## src/rtl/cpu_bus_pkg.sv

```systemverilog
// Shared definitions for the CPU bus responder slice: bus widths, the two
// memory-mapped I/O addresses, boot FSM state type and a byte type.
package cpu_bus_pkg;
  localparam int unsigned AW = 8;
  localparam int unsigned DW = 8;

  localparam logic [AW-1:0] IO_OUT_ADDR = 8'hFF;
  localparam logic [AW-1:0] IO_IN_ADDR  = 8'hFE;

  typedef enum logic {LOAD, RUN} boot_state_t;

  typedef logic [7:0] byte_t;
endpackage

```

## src/rtl/bus_ram_256x8.sv

```systemverilog
// Simple RAM with one asynchronous read port and one synchronous write port.
// Ports:
//   clk_i    - write clock, rising edge
//   we_i     - write enable
//   waddr_i  - write address
//   wdata_i  - write data
//   raddr_i  - read address (combinational read)
//   rdata_o  - read data, reflects contents before any write on this edge
module bus_ram_256x8 #(
  parameter int unsigned AW = 8,
  parameter int unsigned DW = 8
) (
  input  logic          clk_i,
  input  logic          we_i,
  input  logic [AW-1:0] waddr_i,
  input  logic [DW-1:0] wdata_i,
  input  logic [AW-1:0] raddr_i,
  output logic [DW-1:0] rdata_o
);

  logic [DW-1:0] mem [2**AW];

  always_ff @(posedge clk_i) begin
    if (we_i) begin
      mem[waddr_i] <= wdata_i;
    end
  end

  assign rdata_o = mem[raddr_i];

endmodule

```

## src/rtl/cpu_bus_responder.sv

```systemverilog
// Memory-side responder for the 8-bit CPU bus: RAM plus an output port
// and an input port mapped into the address space, and a boot loader that
// streams a program image into RAM before releasing the CPU.
// Ports:
//   clk, rst                  - clock, synchronous active-high reset
//   addr, wdata, we, rdata    - CPU bus (rdata is combinational, 0 latency)
//   cpu_run                   - high once the CPU may execute
//   ld_valid/ld_data/ld_last  - loader byte stream in
//   ld_ready                  - loader may transfer (LOAD state only)
//   out_port, out_valid       - output register and one-cycle store strobe
//   in_port                   - external input byte, registered once
module cpu_bus_responder #(
  parameter int unsigned              DEPTH       = 256,
  parameter int unsigned              AW          = cpu_bus_pkg::AW,
  parameter int unsigned              DW          = cpu_bus_pkg::DW,
  parameter logic [AW-1:0]            IO_OUT_ADDR = cpu_bus_pkg::IO_OUT_ADDR,
  parameter logic [AW-1:0]            IO_IN_ADDR  = cpu_bus_pkg::IO_IN_ADDR,
  parameter bit                       BOOT_LOAD   = 1'b1
) (
  input  logic          clk,
  input  logic          rst,
  input  logic [AW-1:0] addr,
  input  logic [DW-1:0] wdata,
  input  logic          we,
  output logic [DW-1:0] rdata,
  output logic          cpu_run,
  input  logic          ld_valid,
  input  logic [DW-1:0] ld_data,
  input  logic          ld_last,
  output logic          ld_ready,
  output logic [DW-1:0] out_port,
  output logic          out_valid,
  input  logic [DW-1:0] in_port
);
  import cpu_bus_pkg::*;

  localparam boot_state_t RST_STATE = BOOT_LOAD ? LOAD : RUN;

  boot_state_t   state_q, state_d;
  logic [AW-1:0] ld_ptr_q, ld_ptr_d;
  logic [DW-1:0] out_port_q, out_port_d;
  logic          out_valid_q, out_valid_d;
  logic [DW-1:0] in_reg_q;

  logic          ram_we;
  logic [AW-1:0] ram_waddr;
  logic [DW-1:0] ram_wdata;
  logic [DW-1:0] ram_rdata;
  logic          is_io_out;
  logic          is_io_in;

  assign is_io_out = (addr == IO_OUT_ADDR);
  assign is_io_in  = (addr == IO_IN_ADDR);

  // Gated by rst so ld_ready is low throughout the reset cycle, whatever
  // state the register currently holds.
  assign ld_ready = (state_q == LOAD) && !rst;

  // Write port shared between loader (LOAD) and CPU (RUN); the states are
  // exclusive so there is never a collision.
  always_comb begin
    state_d     = state_q;
    ld_ptr_d    = ld_ptr_q;
    out_port_d  = out_port_q;
    out_valid_d = 1'b0;
    ram_we      = 1'b0;
    ram_waddr   = addr;
    ram_wdata   = wdata;
    unique case (state_q)
      LOAD: begin
        if (ld_valid && ld_ready) begin
          ram_we    = 1'b1;
          ram_waddr = ld_ptr_q;
          ram_wdata = ld_data;
          ld_ptr_d  = ld_ptr_q + 1'b1;
          if (ld_last || ld_ptr_q == AW'(DEPTH - 1)) begin
            state_d = RUN;
          end
        end
      end
      RUN: begin
        if (we && !rst) begin
          if (is_io_out) begin
            out_port_d  = wdata;
            out_valid_d = 1'b1;
          end else if (!is_io_in) begin
            ram_we = 1'b1;
          end
        end
      end
      default: state_d = RST_STATE;
    endcase
  end

  always_ff @(posedge clk) begin
    if (rst) begin
      state_q     <= RST_STATE;
      ld_ptr_q    <= '0;
      out_port_q  <= '0;
      out_valid_q <= 1'b0;
      in_reg_q    <= '0;
    end else begin
      state_q     <= state_d;
      ld_ptr_q    <= ld_ptr_d;
      out_port_q  <= out_port_d;
      out_valid_q <= out_valid_d;
      in_reg_q    <= in_port;
    end
  end

  bus_ram_256x8 #(
    .AW (AW),
    .DW (DW)
  ) u_ram (
    .clk_i   (clk),
    .we_i    (ram_we),
    .waddr_i (ram_waddr),
    .wdata_i (ram_wdata),
    .raddr_i (addr),
    .rdata_o (ram_rdata)
  );

  // While loading, the CPU sees zeros (NOP); in RUN the I/O addresses
  // shadow the RAM cells beneath them.
  always_comb begin
    rdata = '0;
    if (state_q == RUN) begin
      if (is_io_in) begin
        rdata = in_reg_q;
      end else if (is_io_out) begin
        rdata = out_port_q;
      end else begin
        rdata = ram_rdata;
      end
    end
  end

  assign cpu_run   = (state_q == RUN);
  assign out_port  = out_port_q;
  assign out_valid = out_valid_q;

endmodule

```

## config.mk

```make
export PLATFORM = sky130hd
export DESIGN_NAME = cpu_bus_responder
export DESIGN_NICKNAME = d
export VERILOG_FILES = /design/src/rtl/cpu_bus_pkg.sv /design/src/rtl/bus_ram_256x8.sv /design/src/rtl/cpu_bus_responder.sv
export SDC_FILE = /design/constraint.sdc
export NUM_CORES = 2
export LEC_CHECK = 0
export ABC_AREA = 1
export ABC_CLOCK_PERIOD_IN_PS = 6600
export BUFFER_PORTS_ARGS = -buffer_cell sky130_fd_sc_hd__buf_2
export CORE_AREA = 2 2 420 422
export CTS_BUF_LIST = sky130_fd_sc_hd__clkbuf_4
export CTS_CLUSTER_DIAMETER = 80
export DETAILED_ROUTE_END_ITERATION = 7
export DIE_AREA = 0 0 422 424
export GPL_ROUTABILITY_DRIVEN = 0
export SETUP_SLACK_MARGIN = 0.2
export SLEW_MARGIN = 20
export SYNTH_ARGS = -nofsm -noshare
export SYNTH_HDL_FRONTEND = slang
export SYNTH_SLANG_ARGS = --single-unit
```

## constraint.sdc

```tcl
create_clock -name clk -period 6.6 [get_ports clk]
set_input_delay 0.33 -clock clk [delete_from_list [all_inputs] [get_ports clk]]
set_output_delay 0.33 -clock clk [all_outputs]
set_load 0.03 [all_outputs]
```

==> results.ini <==
[setup_path]
r2r-start = cpu_run
r2r-end = u_ram.mem[83][0]
path_class = in2out
critPathMaxFanout = 59
reg2reg_depth = 8
cp-end-kind = primary output
crit_required_ns = 6.27
arrival_ns = 4.88
cp-start-kind = primary input
rrSetupSlack_ns = 2.16

[yosys]
yosys.area.top_type_share_pct = 71.0
synth_common_cells = nand2_1, edfxtp_1, nor2_1
synth_edf_count = 2048
synthTopCellsByArea = edfxtp_1, nand2_1, nor2_1
syn_area_per_cell_um2 = 11.0
synthXorXnorAreaFrac_pct = 0
syn_area_mm2 = 0.0866
syn_nets = 7942
synth_simple_gate_area_share_pct = 20.2
ys_ff_latch = 2074
synthAdderAreaFrac_pct = 0.0145
synth_top_family_by_area = simple AND/OR/NAND/NOR gates
yosys_warnings = 0
synthCells = 7904
ys_async_sr_fraction_pct = 0
synth_mux_area_share_pct = 0
ys_types = 39
synth.most_common_cell = nand2_1
synth_compound_area_share_pct = 2.64
ys.flop_type = edfxtp_1
synth-seq-area-share_pct = 71.6
yosysTopAreaCell = edfxtp_1

[timing]
report.final.slew_viol_count = 0
final.min_clock_period_ns = 5.21
setup_violations = 0
hold_viol_final = 0
final.setup.tns_ns = 0
tightest_slew_ns = 1.16
slew_headroom_pct = 22.7
fin_skew_ns = 0.107
clock.fmax_ghz = 0.192
rsz0062_at_grt = false
final.period_utilization_pct = 78.9
whs_ns = 0.176

[clocking]
cts_num_sinks = 2074
cts_buffers = 565
clockRootBuffer = clkbuf_4
htree_num_levels = 6
clockBufferDepth = 4
clk_pin_slew_worst_paths_ns = 0.07
clk_latency_ns = 1.40
cts-resized-gates = 0
tritoncts = built

[status]
status = finished clean

[cells_and_area]
drive_gt1_share_pct = 12.5
fill_cells = 15200
area_growth_pct = 11.3
nets = 8299

[floorplan]
dieArea_mm2 = 0.179
start_util_pct = 49.5
rows = 154
die_h_um = 424
die_width_um = 422
coreArea_mm2 = 0.175
pin_count = 56

[routing]
vias_per_cell = 5.41
top_layer = met5
num_vias = 59300
met3_length_um = 20900
drt_first_pass_iters = 6
ant_nets = 0
wl_per_cell_um = 22.6
drtIter0Drc = 6199
drc = 0
wirelength_um = 248000
wl_met1_um = 102000
dr_wl_met2_um = 116000

[power_and_ir_drop]
irDropWorstVdd_uv = 266
leakagePower_uw = 0.0368
p_per_area_mw_per_mm2 = 289

[global_route]
grt_max_degree = 184
globalRouteOverflowTotal = 0
grt_usage_pct = 27.5
grt_pass1_wl_um = 368000
grt_antenna_before_repair = 10
grt_pass1_vias = 58100

[hold_path]
hold_start = ld_valid
hold_depth = 5
min_to = ld_ptr_q[0]
hp-class = in2reg

[placement]
hpwl_um = 137000
portBuffers = 55

[run]
maxCapViolCount = 0

-- layout make-up --
type	count	area (um^2)	area share, %
flip-flops and latches	2074	62000	64.4
repair buffers	215	1970	2.05
diodes	10	25.0	0.0260
inverters	673	2560	2.66
well taps	2340	2930	3.04
clock inverters	80	544	0.565
clock buffers	846	6350	6.59
multi-input cells	4732	19900	20.7
-- critical path, cell delays in order --
cell,delay (ns)
buf_6,0.30
nand2_2,0.53
inv_4,0.86
buf_4,0.74
nand2_1,0.13
nand2_1,0.09
inv_1,0.04
nand2_1,0.15
nand2_1,0.07
nand2_1,0.06
inv_1,0.11
nand2_1,0.09
nand2_1,0.05
nand2_1,0.11
nor2_1,0.10
nand2_1,0.30
nand2_1,0.15
a21oi_1,0.29
buf_2,0.26
-- routing by layer --
metal | vias to the layer above | global-route usage (%)
met5 | - | 0.349
met4 | 4 | 11.9
met3 | 502 | 5.68
met2 | 2736 | 43.3
met1 | 28700 | 37.2
li1 | 27400 | -
-- metrics by stage --
| step | util (%) | setup WS, ns | cell area (um^2) | instances | total power [uW] |
|---|---|---|---|---|---|
| floorplan | - | 1.34 | 86600 | 7904 | 16100 |
| global placement | 50.7 | 1.52 | 88600 | 9959 | 16700 |
| detailed placement | 50.7 | 1.58 | 88700 | 9960 | 16800 |
| CTS | 55.0 | 1.56 | 96300 | 11000 | 28100 |
| global route | 55.0 | 1.29 | 96300 | 11000 | 28900 |
| finish | 55.1 | 1.39 | 96300 | 11000 | 27900 |
-- repair_timing --
action	4_1_cts	5_1_grt
hold endpoints to repair	597	0
hold buffers	74	0
setup buffers	0	0
-- kinds of logic after synthesis --
logic type | count (synthesis)
flip-flops | 2074
adder cells (fa/ha/maj) | 1
buffers and inverters | 1098
AO/OA/AOI/OAI | 439
AND/OR/NAND/NOR | 4292
-- registers in the layout, summed over array words and instances, names as in the netlist --
| name | count |
|---|---|
| u_ram.mem | 2048 |
| ld_ptr_q | 8 |
| cpu_run | 1 |
| out_valid | 1 |
| in_reg_q | 8 |
| out_port | 8 |
-- power by group --
group	internal, uW	total, uW	switching [uW]
clock network	6140	11400	5210
registers	14600	14600	5.55
logic	399	1890	1490
-- cell usage in the layout, fill, tap and decap left out, types with 5 or more instances in the layout --
cell and count:
nand3_1 519, buf_2 52, bufinv_16 9, nand4_1 202, inv_1 662, o211ai_1 8, nor2_1 1068, diode_2 10
inv_2 12, a21oi_1 174, buf_4 63, edfxtp_1 2048, o21ai_0 211, nor2_2 5, nand3b_1 8, or2_0 13
buf_12 22, dlygate4sd3_1 74, nand2_2 8, nand2_1 2398, clkbuf_4 846, or2_1 23, or2_2 29, dfxtp_1 26
o21ai_1 18, nand2_4 9, a22oi_1 24, clkinv_1 60
-- worst max path at each step --
stage          startpoint              end  slack, ns
2_1_floorplan     cpu_run  u_ram.mem[0][0]       1.34
3_3_place_gp      addr[2]         rdata[6]       1.52
3_5_place_dp      addr[2]         rdata[6]       1.58
4_1_cts           addr[2]         rdata[6]       1.56
5_1_grt           addr[2]         rdata[5]       1.29
6_report          addr[2]         rdata[5]       1.39
Note: power is estimated with default switching activity, not from simulation.
